### config.mk
export PLATFORM = sky130hd
export DESIGN_NAME = uart_serial_link_flat
export DESIGN_NICKNAME = d
export VERILOG_FILES = /design/src/rtl/uart_serial_link_if.sv /design/src/rtl/uart_serial_link.sv /design/src/flat_wrapper.sv
export SDC_FILE = /design/constraint.sdc
export NUM_CORES = 1
export LEC_CHECK = 0
export CAP_MARGIN = 10
export CORE_UTILIZATION = 49
export CTS_CLUSTER_DIAMETER = 100
export CTS_CLUSTER_SIZE = 8
export DETAILED_ROUTE_END_ITERATION = 8
export GPL_TIMING_DRIVEN = 0
export PLACE_DENSITY = 0.7
export SKIP_LAST_GASP = 1
export SLEW_MARGIN = 25
export SYNTH_ARGS = -nofsm -noshare
export SYNTH_HDL_FRONTEND = slang
export SYNTH_SLANG_ARGS = --single-unit
### constraint.sdc
create_clock -name clk -period 2.1 [get_ports clk]
set_clock_uncertainty 0.05 [all_clocks]
set_input_delay 0.315 -clock clk [delete_from_list [all_inputs] [get_ports clk]]
set_output_delay 0.315 -clock clk [all_outputs]
set_load 0.1 [all_outputs]
### src/rtl/uart_serial_link_if.sv
// Parser-side and pin-side signal bundle for uart_serial_link.
//   slave  : the transceiver (drives serial_tx, received bytes, ready and status pulses)
//   master : whatever drives the transceiver (board pin model / parser / bench)
// Signals:
//   serial_rx        serial input, idles high
//   serial_tx        serial output, idles high
//   uart_rxd         last good received byte
//   uart_rxd_strobe  one-cycle pulse per good byte
//   uart_txd         byte to transmit, sampled with uart_txd_strobe
//   uart_txd_strobe  one-cycle send request
//   uart_txd_ready   holding register empty
//   framing_error    one-cycle pulse, stop bit sampled low
//   tx_overflow      one-cycle pulse, send request dropped
interface uart_serial_link_if;
    logic       serial_rx;
    logic       serial_tx;
    logic [7:0] uart_rxd;
    logic       uart_rxd_strobe;
    logic [7:0] uart_txd;
    logic       uart_txd_strobe;
    logic       uart_txd_ready;
    logic       framing_error;
    logic       tx_overflow;

    modport slave (
        input  serial_rx, uart_txd, uart_txd_strobe,
        output serial_tx, uart_rxd, uart_rxd_strobe, uart_txd_ready,
               framing_error, tx_overflow
    );

    modport master (
        output serial_rx, uart_txd, uart_txd_strobe,
        input  serial_tx, uart_rxd, uart_rxd_strobe, uart_txd_ready,
               framing_error, tx_overflow
    );
endinterface

### src/rtl/uart_serial_link.sv
// 8N1 UART transceiver between the board serial pins and the command parser.
// Ports:
//   clk    system clock, all logic on posedge
//   reset  synchronous active-high reset; aborts any frame in flight
//   bus    uart_serial_link_if.slave (serial pins, rx byte strobe, tx byte
//          strobe with ready flow control, framing_error / tx_overflow pulses)
// Parameter DIVISOR: clk cycles per bit, must be >= 8.
// RX and TX are fully independent; every output comes straight from a flop.
module uart_serial_link #(
    parameter int DIVISOR = 48
) (
    input  logic                clk,
    input  logic                reset,
    uart_serial_link_if.slave   bus
);
    localparam int CW = $clog2(DIVISOR) + 1;
    localparam logic [CW-1:0] HALF_BIT = CW'(DIVISOR / 2);
    localparam logic [CW-1:0] FULL_BIT = CW'(DIVISOR - 1);
    localparam logic [CW-1:0] CNT_ONE  = CW'(1);

    typedef enum logic [2:0] {
        RX_IDLE  = 3'd0,
        RX_START = 3'd1,
        RX_DATA  = 3'd2,
        RX_STOP  = 3'd3,
        RX_BREAK = 3'd4
    } rx_state_t;

    typedef enum logic [0:0] {
        TX_IDLE  = 1'b0,
        TX_SHIFT = 1'b1
    } tx_state_t;

    // ---------------- receiver ----------------
    rx_state_t     rx_state_r, rx_state_nxt_s;
    logic          rx_meta_r, rx_sync_r, rx_prev_r;
    logic [CW-1:0] rx_cnt_r;
    logic [2:0]    rx_bit_r;
    logic [7:0]    rx_shreg_r;
    logic [7:0]    rx_data_r;
    logic          rx_strobe_r, rx_ferr_r;
    logic          rx_fall_s, rx_tick_s, rx_shift_s, rx_good_s, rx_bad_s;

    assign rx_fall_s = rx_prev_r & ~rx_sync_r;
    assign rx_tick_s = (rx_cnt_r == {CW{1'b0}});

    // Two-flop synchroniser plus one history flop for falling-edge detection.
    always_ff @(posedge clk) begin
        if (reset) begin
            rx_meta_r <= 1'b1;
            rx_sync_r <= 1'b1;
            rx_prev_r <= 1'b1;
        end else begin
            rx_meta_r <= bus.serial_rx;
            rx_sync_r <= rx_meta_r;
            rx_prev_r <= rx_sync_r;
        end
    end

    // RX state register.
    always_ff @(posedge clk) begin
        if (reset) begin
            rx_state_r <= RX_IDLE;
        end else begin
            rx_state_r <= rx_state_nxt_s;
        end
    end

    // RX next-state logic; every decision except BREAK exit is taken at mid-bit.
    always_comb begin
        rx_state_nxt_s = rx_state_r;
        case (rx_state_r)
            RX_IDLE: begin
                if (rx_fall_s) rx_state_nxt_s = RX_START;
                else           rx_state_nxt_s = RX_IDLE;
            end
            RX_START: begin
                if (rx_tick_s) rx_state_nxt_s = rx_sync_r ? RX_IDLE : RX_DATA;
                else           rx_state_nxt_s = RX_START;
            end
            RX_DATA: begin
                if (rx_tick_s && (rx_bit_r == 3'd7)) rx_state_nxt_s = RX_STOP;
                else                                  rx_state_nxt_s = RX_DATA;
            end
            RX_STOP: begin
                if (rx_tick_s) rx_state_nxt_s = rx_sync_r ? RX_IDLE : RX_BREAK;
                else           rx_state_nxt_s = RX_STOP;
            end
            RX_BREAK: begin
                if (rx_sync_r) rx_state_nxt_s = RX_IDLE;
                else           rx_state_nxt_s = RX_BREAK;
            end
            default: rx_state_nxt_s = RX_IDLE;
        endcase
    end

    // RX datapath controls decoded from the current state.
    always_comb begin
        rx_shift_s = 1'b0;
        rx_good_s  = 1'b0;
        rx_bad_s   = 1'b0;
        case (rx_state_r)
            RX_DATA: rx_shift_s = rx_tick_s;
            RX_STOP: begin
                rx_good_s = rx_tick_s & rx_sync_r;
                rx_bad_s  = rx_tick_s & ~rx_sync_r;
            end
            default: begin
                rx_shift_s = 1'b0;
                rx_good_s  = 1'b0;
                rx_bad_s   = 1'b0;
            end
        endcase
    end

    // RX baud counter, bit counter, shift register and registered outputs.
    // The counter sits at half a bit while idle so the first tick lands mid start bit.
    always_ff @(posedge clk) begin
        if (reset) begin
            rx_cnt_r    <= HALF_BIT;
            rx_bit_r    <= 3'd0;
            rx_shreg_r  <= 8'h00;
            rx_data_r   <= 8'h00;
            rx_strobe_r <= 1'b0;
            rx_ferr_r   <= 1'b0;
        end else begin
            if ((rx_state_r == RX_IDLE) || (rx_state_r == RX_BREAK)) rx_cnt_r <= HALF_BIT;
            else if (rx_tick_s)                                       rx_cnt_r <= FULL_BIT;
            else                                                      rx_cnt_r <= rx_cnt_r - CNT_ONE;
            if (rx_state_r != RX_DATA) rx_bit_r <= 3'd0;
            else if (rx_shift_s)       rx_bit_r <= rx_bit_r + 3'd1;
            if (rx_shift_s) rx_shreg_r <= {rx_sync_r, rx_shreg_r[7:1]};
            if (rx_good_s)  rx_data_r  <= rx_shreg_r;
            rx_strobe_r <= rx_good_s;
            rx_ferr_r   <= rx_bad_s;
        end
    end

    assign bus.uart_rxd        = rx_data_r;
    assign bus.uart_rxd_strobe = rx_strobe_r;
    assign bus.framing_error   = rx_ferr_r;

    // ---------------- transmitter ----------------
    tx_state_t     tx_state_r, tx_state_nxt_s;
    logic [7:0]    tx_hold_r;
    logic          tx_ready_r;
    logic [9:0]    tx_shift_r;
    logic [CW-1:0] tx_cnt_r;
    logic [3:0]    tx_bit_r;
    logic          tx_ovf_r;
    logic          tx_accept_s, tx_end_s, tx_step_s, tx_load_s;

    assign tx_accept_s = bus.uart_txd_strobe & tx_ready_r;

    // TX state register.
    always_ff @(posedge clk) begin
        if (reset) begin
            tx_state_r <= TX_IDLE;
        end else begin
            tx_state_r <= tx_state_nxt_s;
        end
    end

    // TX next-state logic; a full holding register at stop-bit end chains frames.
    always_comb begin
        tx_state_nxt_s = tx_state_r;
        case (tx_state_r)
            TX_IDLE: begin
                if (tx_load_s) tx_state_nxt_s = TX_SHIFT;
                else           tx_state_nxt_s = TX_IDLE;
            end
            TX_SHIFT: begin
                if (tx_end_s && !tx_load_s) tx_state_nxt_s = TX_IDLE;
                else                        tx_state_nxt_s = TX_SHIFT;
            end
            default: tx_state_nxt_s = TX_IDLE;
        endcase
    end

    // TX datapath controls: bit boundary, frame end and holding-to-shifter move.
    always_comb begin
        tx_end_s  = 1'b0;
        tx_step_s = 1'b0;
        tx_load_s = 1'b0;
        case (tx_state_r)
            TX_IDLE: tx_load_s = ~tx_ready_r;
            TX_SHIFT: begin
                tx_end_s  = (tx_cnt_r == {CW{1'b0}}) && (tx_bit_r == 4'd9);
                tx_step_s = (tx_cnt_r == {CW{1'b0}}) && (tx_bit_r != 4'd9);
                tx_load_s = tx_end_s & ~tx_ready_r;
            end
            default: begin
                tx_end_s  = 1'b0;
                tx_step_s = 1'b0;
                tx_load_s = 1'b0;
            end
        endcase
    end

    // Holding register, shifter (bit 0 drives the pin), baud counter, overflow pulse.
    // Accept needs ready=1 and load needs ready=0, so they never collide.
    always_ff @(posedge clk) begin
        if (reset) begin
            tx_hold_r  <= 8'h00;
            tx_ready_r <= 1'b1;
            tx_shift_r <= 10'h3FF;
            tx_cnt_r   <= {CW{1'b0}};
            tx_bit_r   <= 4'd0;
            tx_ovf_r   <= 1'b0;
        end else begin
            tx_ovf_r <= bus.uart_txd_strobe & ~tx_ready_r;
            if (tx_accept_s) begin
                tx_hold_r  <= bus.uart_txd;
                tx_ready_r <= 1'b0;
            end else if (tx_load_s) begin
                tx_ready_r <= 1'b1;
            end
            if (tx_load_s) begin
                tx_shift_r <= {1'b1, tx_hold_r, 1'b0};
                tx_cnt_r   <= FULL_BIT;
                tx_bit_r   <= 4'd0;
            end else if (tx_step_s) begin
                tx_shift_r <= {1'b1, tx_shift_r[9:1]};
                tx_cnt_r   <= FULL_BIT;
                tx_bit_r   <= tx_bit_r + 4'd1;
            end else if (tx_end_s) begin
                tx_shift_r <= 10'h3FF;
            end else if (tx_state_r == TX_SHIFT) begin
                tx_cnt_r <= tx_cnt_r - CNT_ONE;
            end
        end
    end

    assign bus.serial_tx      = tx_shift_r[0];
    assign bus.uart_txd_ready = tx_ready_r;
    assign bus.tx_overflow    = tx_ovf_r;
endmodule
### src/flat_wrapper.sv
// flat-port wrapper written by rule: the top's interface ports become plain ports
module uart_serial_link_flat 
#(
    parameter int DIVISOR = 48
)
  (clk, reset, bus_serial_rx, bus_uart_txd, bus_uart_txd_strobe, bus_serial_tx, bus_uart_rxd, bus_uart_rxd_strobe, bus_uart_txd_ready, bus_framing_error, bus_tx_overflow);
  uart_serial_link_if bus_i ();
  input  logic clk;
  input  logic reset;
  input wire logic [$bits(bus_i.serial_rx)-1:0] bus_serial_rx;
  input wire logic [$bits(bus_i.uart_txd)-1:0] bus_uart_txd;
  input wire logic [$bits(bus_i.uart_txd_strobe)-1:0] bus_uart_txd_strobe;
  output wire logic [$bits(bus_i.serial_tx)-1:0] bus_serial_tx;
  output wire logic [$bits(bus_i.uart_rxd)-1:0] bus_uart_rxd;
  output wire logic [$bits(bus_i.uart_rxd_strobe)-1:0] bus_uart_rxd_strobe;
  output wire logic [$bits(bus_i.uart_txd_ready)-1:0] bus_uart_txd_ready;
  output wire logic [$bits(bus_i.framing_error)-1:0] bus_framing_error;
  output wire logic [$bits(bus_i.tx_overflow)-1:0] bus_tx_overflow;
  assign bus_i.serial_rx = bus_serial_rx;
  assign bus_i.uart_txd = bus_uart_txd;
  assign bus_i.uart_txd_strobe = bus_uart_txd_strobe;
  assign bus_serial_tx = bus_i.serial_tx;
  assign bus_uart_rxd = bus_i.uart_rxd;
  assign bus_uart_rxd_strobe = bus_i.uart_rxd_strobe;
  assign bus_uart_txd_ready = bus_i.uart_txd_ready;
  assign bus_framing_error = bus_i.framing_error;
  assign bus_tx_overflow = bus_i.tx_overflow;
  uart_serial_link #(.DIVISOR(DIVISOR)) u_core (.clk(clk), .reset(reset), .bus(bus_i));
endmodule
After elaboration in Yosys (flattened, before gate mapping). Index checks and enable logic that the tools add are counted.

Latch bits: 0. Register bits after elaboration: 65. Bits in writable memories: 0. Memories: 0. Bits in read-only memories: 0. Logic and storage cells: 88. Output and inout port bits: 13.

Add/sub/neg operators: 4. Shifts and indexed selects: 0. Reduce and logical (&&, ||, !) cells: 20. Bitwise operators: 11. Divide/modulo/power cells: 0. Equal/unequal tests: 9. Multiply operators: 0. Muxes and demuxes: 25. $lt $le $gt $ge: 0.

Operators by type and width (count): 6-bit two-way mux (5); 9-bit two-way mux (3); 3-bit case mux with 5 select lines (1); 7-bit zero test (2); 7-bit by 1-bit subtractor with 7-bit output (second input constant) (2); 1-bit two-way mux (10); 3-bit two-way mux (3); 2-bit OR reduction (4); 1-bit AND (6); 3-bit by 2-bit == test with 1-bit output (second input constant) (2); 3-bit == test (second input constant) (2); 3-bit nonzero test (2); 3-bit OR reduction (2); 1-bit inverter (5); 4-bit by 1-bit adder with 4-bit output (second input constant) (1); 4-bit == test (second input constant) (1); 1-bit logical AND (4); 4-bit inequality test (second input constant) (1); 1-bit case mux with 2 select lines (2); 2-bit AND reduction (2); 3-bit by 1-bit adder with 3-bit output (second input constant) (1); 3-bit by 1-bit == test with 1-bit output (second input constant) (1); 3-bit zero test (1); 3-bit by 2-bit inequality test with 1-bit output (second input constant) (1); other kinds (5) (5).

Longest topological paths before layout.
Depth in word-level cells: 8. Gate-level depth with buffers: 8. Depth with buffers taken out: 6.

Worst setup path after synthesis. OpenSTA, ideal clock, no wires.

Path kind: register to register. Start point: register u_core.tx_ready_r (netlist: u_core.bus.uart_txd_ready). End point: register u_core.tx_shift_r[6]. Data required time: 1.928 ns. Buffers on the path: 2. Path slack: 0.053 ns. Arrival: 1.875 ns. Library setup time: 0.122 ns. Cell stages (with the launch flop): 5. Cell sequence: dfxtp_1 clkbuf_1 and2b_4 buf_8 a221o_1.

Longest elaborated chain between the ends: 4.

RTL lines: start: declaration (RTL line uart_serial_link.sv:146) `logic tx_ready_r;`; start signal: assignment (RTL line uart_serial_link.sv:205) `tx_ready_r <= 1'b1;`; start signal: assignment (RTL line uart_serial_link.sv:214) `tx_ready_r <= 1'b0;`; start signal: assignment (RTL line uart_serial_link.sv:216) `tx_ready_r <= 1'b1;`; 1-bit inverter * (RTL line uart_serial_link.sv:186, uart_serial_link.sv:190); 1-bit AND (RTL line uart_serial_link.sv:190) `tx_load_s = tx_end_s & ~tx_ready_r;`; 1-bit case mux with 2 select lines * (RTL line uart_serial_link.sv:185) `case (tx_state_r)`; 3-bit nonzero test (no source line) or 9-bit two-way mux (tied branches); end signal: assignment (RTL line uart_serial_link.sv:219) `tx_shift_r <= {1'b1, tx_hold_r, 1'b0};`; end signal: assignment (RTL line uart_serial_link.sv:223) `tx_shift_r <= {1'b1, tx_shift_r[9:1]};`; end: declaration (RTL line uart_serial_link.sv:147) `logic [9:0] tx_shift_r;`.

Mark *: on every way between the ends. The rest lies on a longest branch, timed or not. A chain may end at the register's enable or synchronous reset.

Worst setup path in the final report.
Start point: register u_core.tx_cnt_r[0]. End point: register u_core.tx_shift_r[3].

Longest elaborated chain between the ends: 5.

RTL lines: start: declaration (RTL line uart_serial_link.sv:148) `logic [CW-1:0] tx_cnt_r;`; start signal: assignment (RTL line uart_serial_link.sv:207) `tx_cnt_r <= {CW{1'b0}};`; start signal: assignment (RTL line uart_serial_link.sv:229) `tx_cnt_r <= tx_cnt_r - CNT_ONE;`; 7-bit zero test * (RTL line uart_serial_link.sv:188, uart_serial_link.sv:189); 1-bit logical AND (on tied branches) (RTL line uart_serial_link.sv:188, uart_serial_link.sv:189); 1-bit AND or 1-bit two-way mux (tied branches) (RTL line uart_serial_link.sv:190, uart_serial_link.sv:185); 1-bit case mux with 2 select lines or 9-bit two-way mux (tied branches) (RTL line uart_serial_link.sv:185, uart_serial_link.sv:222); 3-bit nonzero test (no source line) or 9-bit two-way mux (tied branches).

Marked as above.

==> flow_summary_export.csv <==
group,metric,value,unit
run_status,status,"complete, no violations",
critical_path,required,2.28,ns
sta,hold_violations,0,
floorplan,die_w,76.7,µm
power,ir_drop,0.000626,V
place,io_buffers,22,
route,route.detailed.drc,0,
route,via_per_inst,5.36,
sta,report.final.slew_viol_count,0,
yosys,synth_seq_area_share,47.6,%
clock_network,clkSinkCount,65,
global_routing,met3_usage,5.36,%
route,vias,2167,
sta,max_slew_margin,36.5,%
critical_path,crit_type,"reg2reg",
global_routing,grtUsageTotal,20.6,%
yosys,synth_edf_count,0,
global_routing,overflow,0,
final_layout,layout_common_cells,"65 x dfxtp_1, 36 x nor2_1, 29 x a21oi_1",
final_layout,drive_gt1_share,12.6,%
final_layout,antenna_cells,0,
clock_network,cts_buffers,9,
sta,min_period,2.02,ns
route,wl,5480,µm
clock_network,path_clk_slew,0.07,ns
critical_path,end_kind,"flip-flop",
route,post_drt_wl_per_cell,13.6,µm
final_layout,syn2layout_area_growth,19.9,%
final_layout,multi_input_area,1360,µm²
yosys,syn-num-nets,313,
yosys,ys_warn_count,0,
route,antenna_left,0,
sta,rsz0062_at_grt,"true",
power,power_density,859,nW/µm²
floorplan,initial_utilization,52.2,%
yosys,synth_cell_types,48,
yosys,synth_ff_type,"dfxtp_1",
critical_path,crit_path_frequent_cell,"a21oi_1",
critical_path,slowest_delay,0.46,ns
global_routing,grt_util_met1,25.9,%
final_layout,layout_commonest_cell,"dfxtp_1",
global_routing,grt_max_degree,12,
power,power,0.00281,W
yosys,ys_async_sr_fraction,0,%
critical_path,arrival,2.20,ns
final_layout,final_cells,404,
final_layout,nFillCells,468,
floorplan,core,5240,µm²
yosys,synth_area_per_cell,9.32,µm²
sta,fin_crit_sh,96.2,%
floorplan,ios,25,
yosys,syn-cell-area,2730,µm²
critical_path,critPathMaxFanout,7,
global_routing,grt_pass1_wl,9560,µm
yosys,ys_ff_latch,65,
sta,max_slew.worst_pin.slew,0.956,ns
clock_network,cts_buffer_depth,2,
clock_network,ctsHoldBuffers,0,
yosys,syn_inst,293,
floorplan,fp.dieH,76.7,µm
job,maxCapViolCount,0,
critical_path,setup.worst_path.start_class,"flip-flop",
global_routing,antenna_found_initial,0,
sta,final-setup-viol-count,0,
place,globalplace.congestion,0.802,
final_layout,nets,349,
power,p_leak,1.45,nW
route,dr.pass1.iters,4,
clock_network,clkLatencyLatePin,0.34,ns
floorplan,rows,26,
route,drtIter0Drc,144,
place,dpl.cell_count,385,
clock_network,cts_tree,"built",
final_layout,seqCellArea,1300,µm²
critical_path,cp_slowest_cell,"a21oi_1",
clock_network,cts_max_level,3,
global_routing,grt.busiest_layer,"met2",
critical_path,cp_cell_sequence,"inv_2 -> ha_2 -> nor4b_4 -> buf_4 -> a21oi_1 -> a21oi_1 -> a221o_2",
global_routing,grt_pass1_vias,2074,
sta,fmax,495,MHz
global_routing,grtUsageMet2,32.6,%
floorplan,dieArea,5880,µm²
min_path,hold_path_class,"in2reg",
place,dp_hpwl,3630,µm
clock_network,cts-root-buf,"clkbuf_8",
==> final cells by class <==
| class | instances | area share (%) |
|---|---|---|
| inverters | 7 | 0.802 |
| well taps | 70 | 2.67 |
| flip-flops and latches | 65 | 39.7 |
| repair buffers | 25 | 6.91 |
| clock inverters | 4 | 1.57 |
| plain buffers | 15 | 2.18 |
| multi-input cells | 206 | 41.4 |
| clock buffers | 12 | 4.74 |
==> power by group <==
part / switching, W / leakage [nW] / internal [W]
registers: 0.0000609 / 0.531 / 0.00130
clock network: 0.000474 / 0.103 / 0.000613
logic: 0.000203 / 0.814 / 0.000160
==> cells in the mapped netlist (2+ instances only) <==
cell type	count	area (µm²)
nor3_1	7	35.0
nand4_1	2	12.5
xnor2_1	6	52.6
ha_1	8	100
o21ai_0	2	10.0
or2_2	4	25.0
nor4_1	3	18.8
nand3_1	16	80.1
and3b_1	2	17.5
dfxtp_1	65	1300
xor2_1	5	43.8
clkbuf_1	11	41.3
mux2i_1	17	170
nand2b_1	4	25.0
buf_2	2	10.0
a2111oi_0	2	17.5
nand2_1	26	97.6
a221o_1	2	20.0
nor2_1	36	135
inv_1	7	26.3
and3_1	5	31.3
a221o_2	5	56.3
a21o_1	2	15.0
nor3b_1	2	15.0
a21oi_1	29	145
==> critical path: cells and delay by family, from the launching register on <==
| kind | cells | cell delay, ns |
|---|---|---|
| adder cells (fa/ha/maj) | 1 | 0.20 |
| AO/OA/AOI/OAI | 3 | 0.89 |
| AND/OR/NAND/NOR | 1 | 0.14 |
| flip-flops | 1 | 0.38 |
| buffers and inverters | 2 | 0.24 |
==> per-stage QoR <==
stage                     TNS [ns]  setup slack (ns)  instance area (µm²)  hold slack (ns)  util [%]
after floorplan                  0            0.0529                 2730            0.339         -
after global placement       -1.08            -0.157                 3040            0.343      58.0
after detailed placement     -1.60            -0.214                 3040            0.347      58.0
after CTS                        0           0.00928                 3270            0.304      62.4
after global routing       -0.0729           -0.0438                 3280            0.381      62.5
final                            0            0.0795                 3280            0.313      62.5
==> kinds of logic after synthesis <==
group | synth area share (%)
simple gates | 23.0
flops | 47.6
compound gates | 12.4
buf+inv | 3.53
mux | 6.23
xor+xnor | 3.53
fa+ha+maj | 3.66
==> state kept, by name, summed over array words and instances (netlist names) <==
register                    cells
u_core.rx_prev_r                1
u_core.rx_cnt_r                 7
u_core.rx_state_r               3
u_core.rx_sync_r                1
u_core.bus.uart_rxd_strobe      1
u_core.tx_cnt_r                 7
u_core.tx_state_r               1
u_core.tx_bit_r                 4
u_core.tx_hold_r                8
u_core.bus.uart_txd_ready       1
u_core.bus.uart_rxd             8
u_core.tx_shift_r               9
u_core.rx_shreg_r               8
u_core.bus.framing_error        1
u_core.bus.tx_overflow          1
u_core.rx_meta_r                1
u_core.rx_bit_r                 3
==> metal layers <==
layer	up-vias	routed length, µm
li1	1102	-
met1	1014	2640
met2	42	2510
met3	9	225
met4	0	99
met5	-	0
==> final timing paths <==
path                                     startpoint                      to  slack, ns  cells past startpoint
worst min-delay path            bus_uart_txd_strobe  u_core.bus.tx_overflow       0.31                      3
worst max-delay path             u_core.tx_cnt_r[0]    u_core.tx_shift_r[3]       0.08                      7
worst min register to register     u_core.rx_meta_r        u_core.rx_sync_r       0.36                      1
worst max register to register   u_core.tx_cnt_r[0]    u_core.tx_shift_r[3]       0.08                      7
==> timing repair <==
action / CTS / global route
endpoints found under the setup margin: 28 / 34
pin swaps: 0 / 1
setup buffers: 3 / 0
gates resized for setup: 16 / 4
hold endpoints to repair: 0 / 0
No activity file was read; power rests on OpenSTA's default activity.
